===== config.mk =====
export PLATFORM = sky130hd
export DESIGN_NAME = rr_arbiter_4req_flat
export DESIGN_NICKNAME = d
export VERILOG_FILES = /design/src/rtl/rr_arbiter_4req_pkg.sv /design/src/rtl/rr_arbiter_4req_if.sv /design/src/rtl/rr_arbiter_4req_prio_pick.sv /design/src/rtl/rr_arbiter_4req.sv /design/src/flat_wrapper.sv
export SDC_FILE = /design/constraint.sdc
export NUM_CORES = 1
export LEC_CHECK = 0
export ABC_AREA = 1
export BUFFER_PORTS_ARGS = -buffer_cell sky130_fd_sc_hd__buf_2
export CAP_MARGIN = 20
export CORE_MARGIN = 2
export CORE_UTILIZATION = 42
export DETAILED_ROUTE_END_ITERATION = 6
export GPL_TIMING_DRIVEN = 0
export SYNTH_ARGS = -nofsm -noshare
export SYNTH_HDL_FRONTEND = slang
export SYNTH_HIERARCHICAL = 1
export SYNTH_SLANG_ARGS = --single-unit

===== constraint.sdc =====
create_clock -name clk -period 3.2 [get_ports clk]
set_input_delay 0.8 -clock clk [delete_from_list [all_inputs] [get_ports clk]]
set_output_delay 0.8 -clock clk [all_outputs]
set_load 0.05 [all_outputs]

===== src/rtl/rr_arbiter_4req_pkg.sv =====
// Shared constants and types for the four-requester round-robin arbiter.
// Pure declarations; no latency and no backpressure of its own.
// Provides the pointer type, the reset pointer and a one-hot to index helper.
package rr_arbiter_4req_pkg;

  localparam int NUM_REQ = 4;

  typedef logic [1:0] ptr_t;

  // Pointer value after reset: req0 is the first candidate searched.
  localparam ptr_t RST_PTR = 2'd3;

  function automatic ptr_t onehot_to_idx(input logic [NUM_REQ-1:0] oh);
    ptr_t idx;
    idx = '0;
    for (int i = 0; i < NUM_REQ; i++) begin
      if (oh[i]) idx = ptr_t'(i);
    end
    return idx;
  endfunction

endpackage


===== src/rtl/rr_arbiter_4req_if.sv =====
// Request/grant bundle between four agents and the round-robin arbiter.
// Wires only; no latency and no backpressure of its own.
// slave modport faces the arbiter, master modport faces the requesters.
interface rr_arbiter_4req_if;

  logic req0;
  logic req1;
  logic req2;
  logic req3;
  logic gnt0;
  logic gnt1;
  logic gnt2;
  logic gnt3;

  modport master (
    output req0, req1, req2, req3,
    input  gnt0, gnt1, gnt2, gnt3
  );

  modport slave (
    input  req0, req1, req2, req3,
    output gnt0, gnt1, gnt2, gnt3
  );

endinterface


===== src/rtl/rr_arbiter_4req_prio_pick.sv =====
// Rotating priority encoder: first asserted request after last, wrapping.
// Purely combinational, zero latency.
// No backpressure; valid is low when no request is asserted.
module rr_prio_pick
  import rr_arbiter_4req_pkg::*;
(
  input  logic [NUM_REQ-1:0] req,
  input  ptr_t               last,
  output logic [NUM_REQ-1:0] winner,
  output logic               valid
);

  ptr_t cand;

  // Candidate i+1 positions after last; 2-bit arithmetic gives the wrap for free.
  always_comb begin
    winner = '0;
    valid  = 1'b0;
    cand   = last;
    for (int i = 0; i < NUM_REQ; i++) begin
      cand = last + ptr_t'(i + 1);
      if (!valid && req[cand]) begin
        winner[cand] = 1'b1;
        valid        = 1'b1;
      end
    end
  end

endmodule


===== src/rtl/rr_arbiter_4req.sv =====
// Four-requester round-robin arbiter with registered one-hot grants.
// One cycle from sampled request to grant; re-arbitrates every cycle.
// No backpressure: a grant lasts one cycle and a dropped request loses it next edge.
module rr_arbiter_4req
  import rr_arbiter_4req_pkg::*;
(
  input  logic              clk,
  input  logic              reset,
  rr_arbiter_4req_if.slave  bus
);

  logic [NUM_REQ-1:0] req;
  logic [NUM_REQ-1:0] gnt;
  logic [NUM_REQ-1:0] winner;
  logic               valid;
  ptr_t               last;

  assign req = {bus.req3, bus.req2, bus.req1, bus.req0};

  rr_prio_pick u_pick (
    .req    (req),
    .last   (last),
    .winner (winner),
    .valid  (valid)
  );

  // An idle cycle clears the grant but keeps the pointer where it was.
  always_ff @(posedge clk or posedge reset) begin
    if (reset) begin
      gnt  <= '0;
      last <= RST_PTR;
    end else begin
      gnt <= winner;
      if (valid) last <= onehot_to_idx(winner);
    end
  end

  assign bus.gnt0 = gnt[0];
  assign bus.gnt1 = gnt[1];
  assign bus.gnt2 = gnt[2];
  assign bus.gnt3 = gnt[3];

endmodule


===== src/flat_wrapper.sv =====
// flat-port wrapper written by rule: the top's interface ports become plain ports
module rr_arbiter_4req_flat import rr_arbiter_4req_pkg::*;
  (clk, reset, bus_req0, bus_req1, bus_req2, bus_req3, bus_gnt0, bus_gnt1, bus_gnt2, bus_gnt3);
  rr_arbiter_4req_if bus_i ();
  input  logic clk;
  input  logic reset;
  input wire logic [$bits(bus_i.req0)-1:0] bus_req0;
  input wire logic [$bits(bus_i.req1)-1:0] bus_req1;
  input wire logic [$bits(bus_i.req2)-1:0] bus_req2;
  input wire logic [$bits(bus_i.req3)-1:0] bus_req3;
  output wire logic [$bits(bus_i.gnt0)-1:0] bus_gnt0;
  output wire logic [$bits(bus_i.gnt1)-1:0] bus_gnt1;
  output wire logic [$bits(bus_i.gnt2)-1:0] bus_gnt2;
  output wire logic [$bits(bus_i.gnt3)-1:0] bus_gnt3;
  assign bus_i.req0 = bus_req0;
  assign bus_i.req1 = bus_req1;
  assign bus_i.req2 = bus_req2;
  assign bus_i.req3 = bus_req3;
  assign bus_gnt0 = bus_i.gnt0;
  assign bus_gnt1 = bus_i.gnt1;
  assign bus_gnt2 = bus_i.gnt2;
  assign bus_gnt3 = bus_i.gnt3;
  rr_arbiter_4req u_core (.clk(clk), .reset(reset), .bus(bus_i));
endmodule

==> out/qor.csv, run 1 <==
stage,metric,value,unit
synthesis,largest family of logic cells by synthesized area,simple AND/OR/NAND/NOR gates,
final_layout,area occupied by multi-input gates,434.2,um^2
synthesis,yosys warns,6,
timing,setup violators final,0,
final_layout,number of inserted diodes,0,
synthesis,Compound-Gate Fraction of Synth Area,2.724,%
synthesis,Yosys reg bits,6,
run,max cap viols,0,
placed_design,"worst slack, placed",982.9,ps
clock_network,Clock transition at path regs,50,ps
clock_network,H-Tree Depth,1,
synthesis,Synth Area in Adders,15.56,%
critical_path,Critical Path AT,2420,ps
timing,Tmin final,2249,ps
detailed_routing,routed wl met3,62,um
detailed_routing,met1 WL,643,um
clock_network,CTS Root Cell,clkbuf_4,
die,core region area,1471,um^2
timing,setup tns final,0,ps
global_routing,number of global-route vias before repair,513,
clock_network,Longest Clk Path Bufs,2,
synthesis,"Seq/Total Area, Yosys",23.74,%
synthesis,Post-Syn Nets,109,
timing,WHS,447.3,ps
critical_path,CP Capture Type,register,
detailed_routing,Via density,4.758,
die,Die Wd,43.13,um
clock_network,clk sink count,6,
global_routing,total grt overflow,0,
detailed_routing,via count,590,
die,area of the die,1860,um^2
placed_design,GPL Wtd Cong,0.7505,
final_layout,Post-layout nets,123,
detailed_routing,DRT Pass-1 Iters,4,
detailed_routing,routed len/inst,9.992,um
detailed_routing,initial DRC count,13,
synthesis,Synth Area in Simple Gates,49.22,%
global_routing,largest net degree at the start of global routing,13,
timing,worst slew pin tran,248.3,ps
hold_path,HP Class,primary input to asynchronous set/reset pin,
critical_path,"Slowest-stage cell, CP",dfstp_2,
clock_network,CTS tree,built,
detailed_routing,drt drc,0,
synthesis,library cells used by synthesis,16,
synthesis,Syn Std Cell Area,643.1,um^2
placed_design,dpl hpwl,966.2,um
critical_path,CP Class,register to register,
synthesis,Mapped Avg Cell Area,6.770,um^2
outcome,status,completed,
timing,period utilization,70.29,%
detailed_routing,metal2 WL,532,um
synthesis,mux contribution to synthesized area,0,%
synthesis,Post-Syn Instances,95,
die,# IOs,10,
detailed_routing,DRT antenna net count,0,
detailed_routing,total wire length,1239,um
timing,Final Slew Violations,0,
synthesis,Synth Area in XOR/XNOR,0,%
timing,Rel. slew slack,83.56,%
final_layout,non-filler instance count after layout,124,
timing,Fmax,444.6,MHz
critical_path,worst path cell trace,"inv_2, ha_1, inv_1, nand3_1, nand2_1, nand3_2, nor2_1, nor2_1, nand2_1, nor2_2, a21oi_1",
die,die span in y,43.13,um
critical_path,Worst path max stage delay,660,ps
placed_design,Port Buffer Count,9,
clock_network,hold buffers post-CTS,0,
detailed_routing,top sig layer,met3,
critical_path,critical path's top delay family,simple AND/OR/NAND/NOR gates,
timing,Worst Skew,6.721,ps
die,initial cell density of the core,43.71,%
timing,final hold viol count,0,
clock_network,Post-CTS Setup Bufs,0,
critical_path,CP Buf/Inv Count,2,
clock_network,CTS Buf Count,3,
critical_path,required time worst endpoint,3370,ps
timing,worst setup margin,950.6,ps
timing,RSZ-0062 raised after global routing,false,
placed_design,placed instance count,120,
global_routing,first-pass GRT wire length,2290,um
final_layout,Register Area,152.6,um^2
global_routing,initial antenna violation count,0,
final_layout,Layout area overhead,14.20,%
critical_path,CP Launch Type,register,
final_layout,fill count,147,
clock_network,cts repair resizes,0,
global_routing,Total GRT Usage,16.38,%
critical_path,crit path max fanout,12,
clock_network,worst skew pair latency,250,ps
final_layout,share of cells above drive strength 1,22.22,%
die,# rows,14,
-- cell families (layout without fill, tap and decap cells) --
group	Yosys count	after routing
compound gates	3	3
flops	6	6
buf+inv	15	28
simple gates	63	63
fa+ha+maj	8	8
-- synth_stat cells --
cell     number  area, um^2
o21a_1        1       7.510
ha_1          8       100.1
nand2_2       3       18.77
nor2_1       10       37.54
a21oi_1       2       10.01
dfrtp_1       4       100.1
nand2_1      27       101.4
dfstp_2       2       52.55
nand3_1      17       85.08
inv_2         1       3.750
inv_1        14       52.55
nand3_2       1       10.01
nor2_2        1       6.260
nand3_4       2       35.03
nand2_4       1       11.26
nor2_4        1       11.26
-- per-stage QoR --
step           instance area (um^2)  utilization, %
2_1_floorplan                 643.1               -
3_3_place_gp                  708.2           48.13
3_5_place_dp                  708.2           48.13
4_1_cts                       734.5           49.92
5_1_grt                       734.5           49.92
6_report                      734.5           49.92
-- sequential cells by signal, indices dropped and copies added (netlist names) --
signal / flops
u_core/gnt: 4
u_core/last: 2
-- path summary, 6_finish.rpt --
kind	start	to	slack, ps	depth (start not counted)
worst max register to register	u_core/last[0]$_DFFE_PP1P_	u_core/last[1]$_DFFE_PP1P_	950	11
worst max-delay path	u_core/last[0]$_DFFE_PP1P_	u_core/last[1]$_DFFE_PP1P_	950	11
worst min register to register	u_core/last[1]$_DFFE_PP1P_	u_core/last[1]$_DFFE_PP1P_	560	2
max in group asynchronous	reset	u_core/last[0]$_DFFE_PP1P_	2490	2
min in group clk	u_core/last[1]$_DFFE_PP1P_	u_core/last[1]$_DFFE_PP1P_	560	2
worst min-delay path	reset	u_core/gnt[3]$_DFF_PP0_	450	2
-- worst reg2reg max path: stages, from the launching register on --
cell     delay (ps)
dfstp_2         660
inv_2           160
ha_1            380
inv_1           130
nand3_1          90
nand2_1         160
nand3_2         130
nor2_1          120
nor2_1           50
nand2_1          90
nor2_2           60
a21oi_1         150
-- cell usage in the layout (no fill, tap or decap) --
| cell type | n |
|---|---|
| nand3_2 | 1 |
| clkbuf_4 | 3 |
| nand2_1 | 27 |
| nand3_1 | 17 |
| nor2_1 | 10 |
| buf_2 | 9 |
| nand2_4 | 1 |
| nor2_4 | 1 |
| inv_2 | 1 |
| ha_1 | 8 |
| dfrtp_1 | 4 |
| dfstp_2 | 2 |
| a21oi_1 | 2 |
| clkbuf_1 | 1 |
| nand3_4 | 2 |
| nor2_2 | 1 |
| nand2_2 | 3 |
| o21a_1 | 1 |
| inv_1 | 14 |
-- area by class of cell --
type | instances | share of cell area [%]
well taps | 16 | 2.726
repair buffers | 9 | 6.133
flip-flops and latches | 6 | 20.78
multi-input cells | 74 | 59.11
clock buffers | 4 | 3.578
inverters | 15 | 7.666
-- metal layers --
metal  global-route usage [%]  vias to the layer above
met5                        0                        -
met4                    3.636                        0
met3                    7.660                        0
met2                    23.88                       15
met1                    21.93                      249
li1                         -                      326
Power of run 1 is left out: the tool's default activity adds up to more than one toggle a clock period on the data nets, which glitch-free logic cannot reach.
==> inputs of run 2 (changes only) <==
- ABC_AREA: 1 -> 0
- clock period: 3.2 -> 1.9 ns (I/O delays scaled with it)
==> run 2 against run 1 <==
The flow now finishes with violations (setup timing). Clock skew shrank 5.4 ps. Final cell count fell by 22%. Synthesized cell count decreased by 35%. Setup slack worse by 1200 ps. Synthesized area shrank 6.0%. Highest routed layer is now met4.
==> out/qor.csv, run 2 <==
stage,metric,value,unit,change
clock_network,Clock transition at path regs,50,ps,about the same
outcome,violated checks,setup timing,,
critical_path,required time worst endpoint,2070,ps,-1300 ps
detailed_routing,via count,536,,-9.2%
pwr,Max VDD drop,0.7706,mV,
clock_network,CTS Buf Count,3,,unchanged
final_layout,area occupied by multi-input gates,445.4,um^2,+2.6%
placed_design,placed instance count,86,,-28%
detailed_routing,DRT Pass-1 Iters,4,,unchanged
final_layout,Post-layout nets,97,,-21%
synthesis,post-synth top area cell,dfrtp_1,,
detailed_routing,initial DRC count,2,,-11
die,initial cell density of the core,45.87,%,+2.2 points
pwr,Leakage,0.0003875,uW,
final_layout,most frequent cells in the layout,"9 x buf_2, 7 x buf_4, 7 x ha_1",,
timing,Worst Skew,1.295,ps,-5.427 ps
critical_path,CP Capture Type,register,,
synthesis,Mapped Avg Cell Area,9.747,um^2,+44%
synthesis,"top cells by area, synth","dfrtp_1 17%, ha_1 17%, mux2i_1 13%, dfstp_2 8.7%, a221o_1 6.6%",,
final_layout,max reg flops,4,,unchanged
synthesis,yosys warns,6,,unchanged
global_routing,initial antenna violation count,0,,unchanged
final_layout,Layout area overhead,30.64,%,
placed_design,Port Buffer Count,9,,unchanged
critical_path,CP Class,register to register,,
clock_network,Longest Clk Path Bufs,2,,unchanged
placed_design,dpl hpwl,931.7,um,-3.6%
die,core region area,1318,um^2,-10%
global_routing,grt peak-use layer,met2,,
synthesis,top_reg_cell synth,dfrtp_1,,
timing,period utilization,114.2,%,+44 points
timing,worst setup margin,-269.1,ps,-1220 ps
clock_network,CTS tree,built,,
clock_network,clk sink count,6,,unchanged
detailed_routing,drt drc,0,,unchanged
die,area of the die,1758,um^2,-5.5%
final_layout,non-filler instance count after layout,97,,-22%
global_routing,met1 GRT Util,18.35,%,-3.6 points
detailed_routing,DRT antenna net count,0,,unchanged
final_layout,share of cells above drive strength 1,40.24,%,+18 points
pwr,Cell Pwr Density,1955,nW/um^2,
clock_network,CTS Root Cell,clkbuf_4,,
final_layout,"most common cell after layout, fill and taps aside",buf_2,,
timing,Fmax,461.0,MHz,+3.7%
global_routing,number of global-route vias before repair,519,,+1.2%
global_routing,Total GRT Usage,16.92,%,+0.55 points
die,# IOs,10,,unchanged
synthesis,Yosys reg bits,6,,unchanged
final_layout,number of inserted diodes,0,,unchanged
global_routing,largest net degree at the start of global routing,10,,-3
global_routing,met2 Use GR,32.50,%,+8.6 points
placed_design,"worst slack, placed",-471.3,ps,-1454 ps
global_routing,met3 usage,1.304,%,-6.4 points
synthesis,asr flop ratio synth,100.0,%,unchanged
global_routing,first-pass GRT wire length,2297,um,+0.31%
timing,Tmin final,2169,ps,-80.31 ps
final_layout,top flop regs,"u_core/gnt (4), u_core/last (2)",,
synthesis,Post-Syn Nets,76,,-30%
clock_network,worst skew pair latency,240,ps,about the same
detailed_routing,Via density,5.526,,+16%
final_layout,Register Area,152.6,um^2,unchanged
timing,setup violators final,6,,+6
critical_path,worst setup path startpoint,u_core/last[0]$_DFFE_PP1P_,,
run,max cap viols,0,,unchanged
final_layout,largest reg by FF count,u_core/gnt,,
critical_path,CP Launch Type,register,,
synthesis,top cell type's share of synthesized area,16.56,%,+0.80 points
critical_path,r2r startpoint,u_core/last[0]$_DFFE_PP1P_,,
timing,Final Slew Violations,0,,unchanged
synthesis,Post-Syn Instances,62,,-35%
global_routing,total grt overflow,0,,unchanged
timing,RSZ-0062 raised after global routing,true,,
timing,final hold viol count,0,,unchanged
detailed_routing,routed len/inst,13.28,um,+33%
synthesis,number of synthesized flops with an enable pin,0,,unchanged
hold_path,HP Class,primary input to asynchronous set/reset pin,,
timing,worst slew pin tran,245.5,ps,-2.782 ps
synthesis,library cells used by synthesis,23,,+7
synthesis,"Seq/Total Area, Yosys",25.26,%,+1.5 points
timing,Rel. slew slack,83.40,%,-0.16 points
detailed_routing,total wire length,1288,um,+4.0%
clock_network,hold buffers post-CTS,0,,unchanged
critical_path,Critical Path AT,2340,ps,-80 ps
die,Die Wd,41.93,um,-2.8%
synthesis,Post-synth top cells,"8 x ha_1, 8 x inv_1, 8 x mux2i_1, 5 x nand2_1",,
critical_path,crit path max fanout,9,,-3
final_layout,fill count,130,,-12%
die,die span in y,41.93,um,-2.8%
synthesis,Syn Std Cell Area,604.3,um^2,-6.0%
outcome,status,"complete, but fails checks",,
placed_design,GPL Wtd Cong,0.6897,,-8.1%
die,# rows,13,,-1
clock_network,H-Tree Depth,1,,unchanged
## run 2: changes by cell type after synthesis, moves of 4 or more
cell,previous run,this run
a221o_1,0,4
inv_1,14,8
mux2i_1,0,8
nand2_1,27,5
nand3_1,17,0
nor2_1,10,4
## run 2: area by class of cell
cell class | instances | area share [%]
repair buffers | 17 | 13.79
multi-input cells | 47 | 56.42
inverters | 8 | 4.754
well taps | 15 | 2.377
clock buffers | 4 | 3.328
flip-flops and latches | 6 | 19.33
## run 2: path summary, 6_finish.rpt
path                       cells past startpoint  slack, ps                    endpoint
max                                            8       -270  u_core/last[0]$_DFFE_PP1P_
min                                            2        130     u_core/gnt[0]$_DFF_PP0_
max reg2reg                                    8       -270  u_core/last[0]$_DFFE_PP1P_
min reg2reg                                    3        690  u_core/last[1]$_DFFE_PP1P_
max in group asynchronous                      2       1520  u_core/last[0]$_DFFE_PP1P_
min in group clk                               3        680  u_core/last[1]$_DFFE_PP1P_
## run 2: power by group
group          leakage (uW)  switching (uW)  total (uW)  internal [uW]
Combinational      0.000300             596        1170            573
Sequential        0.0000730            40.3         246            206
Clock             0.0000150            48.6         128           79.7
Total              0.000388             685        1540            859
## run 2: through the flow
step | cell area (um^2) | total power [uW] | setup TNS, ps | util [%] | hold slack, ps
2_1_floorplan | 630.6 | 1012 | -612.9 | - | 264.5
3_3_place_gp | 694.4 | 1165 | -1412 | 52.71 | 382.6
3_5_place_dp | 694.4 | 1181 | -1451 | 52.71 | 398.3
4_1_cts | 790.8 | 1537 | -1106 | 60.02 | 132.1
5_1_grt | 789.5 | 1669 | -1487 | 59.92 | 147.8
6_report | 789.5 | 1544 | -1020 | 59.92 | 130.1
## run 2: worst max-delay path: stages (launching register included)
cell and delay [ps]:
dfstp_2 560, inv_4 80, ha_4 310, mux2_4 290, nand4_1 100, o21ai_2 90, a221o_1 350, nand2b_4 150
a31oi_1 160
## run 2: what timing repair did
item,4_1_cts,5_1_grt
setup buffers,8,0
endpoints found under the setup margin,6,6
gates resized for setup,4,3
pin swaps,3,2
cloned,0,0
## run 2: cell families after synthesis
family / synth area share [%]
AO/OA/AOI/OAI: 12.63
adder cells (fa/ha/maj): 16.56
buffers and inverters: 6.832
flip-flops: 25.26
multiplexers: 21.33
AND/OR/NAND/NOR: 17.39
## run 2: layer usage
layer  share of wire, %  wire length (um)  vias to the layer above
li1                   -                 -                      264
met1                 42               546                      256
met3                3.2                41                        2
met4               0.47                 6                        0
met2                 54               693                       14
met5                  0                 0                        -
No activity file was read; power rests on OpenSTA's default activity.
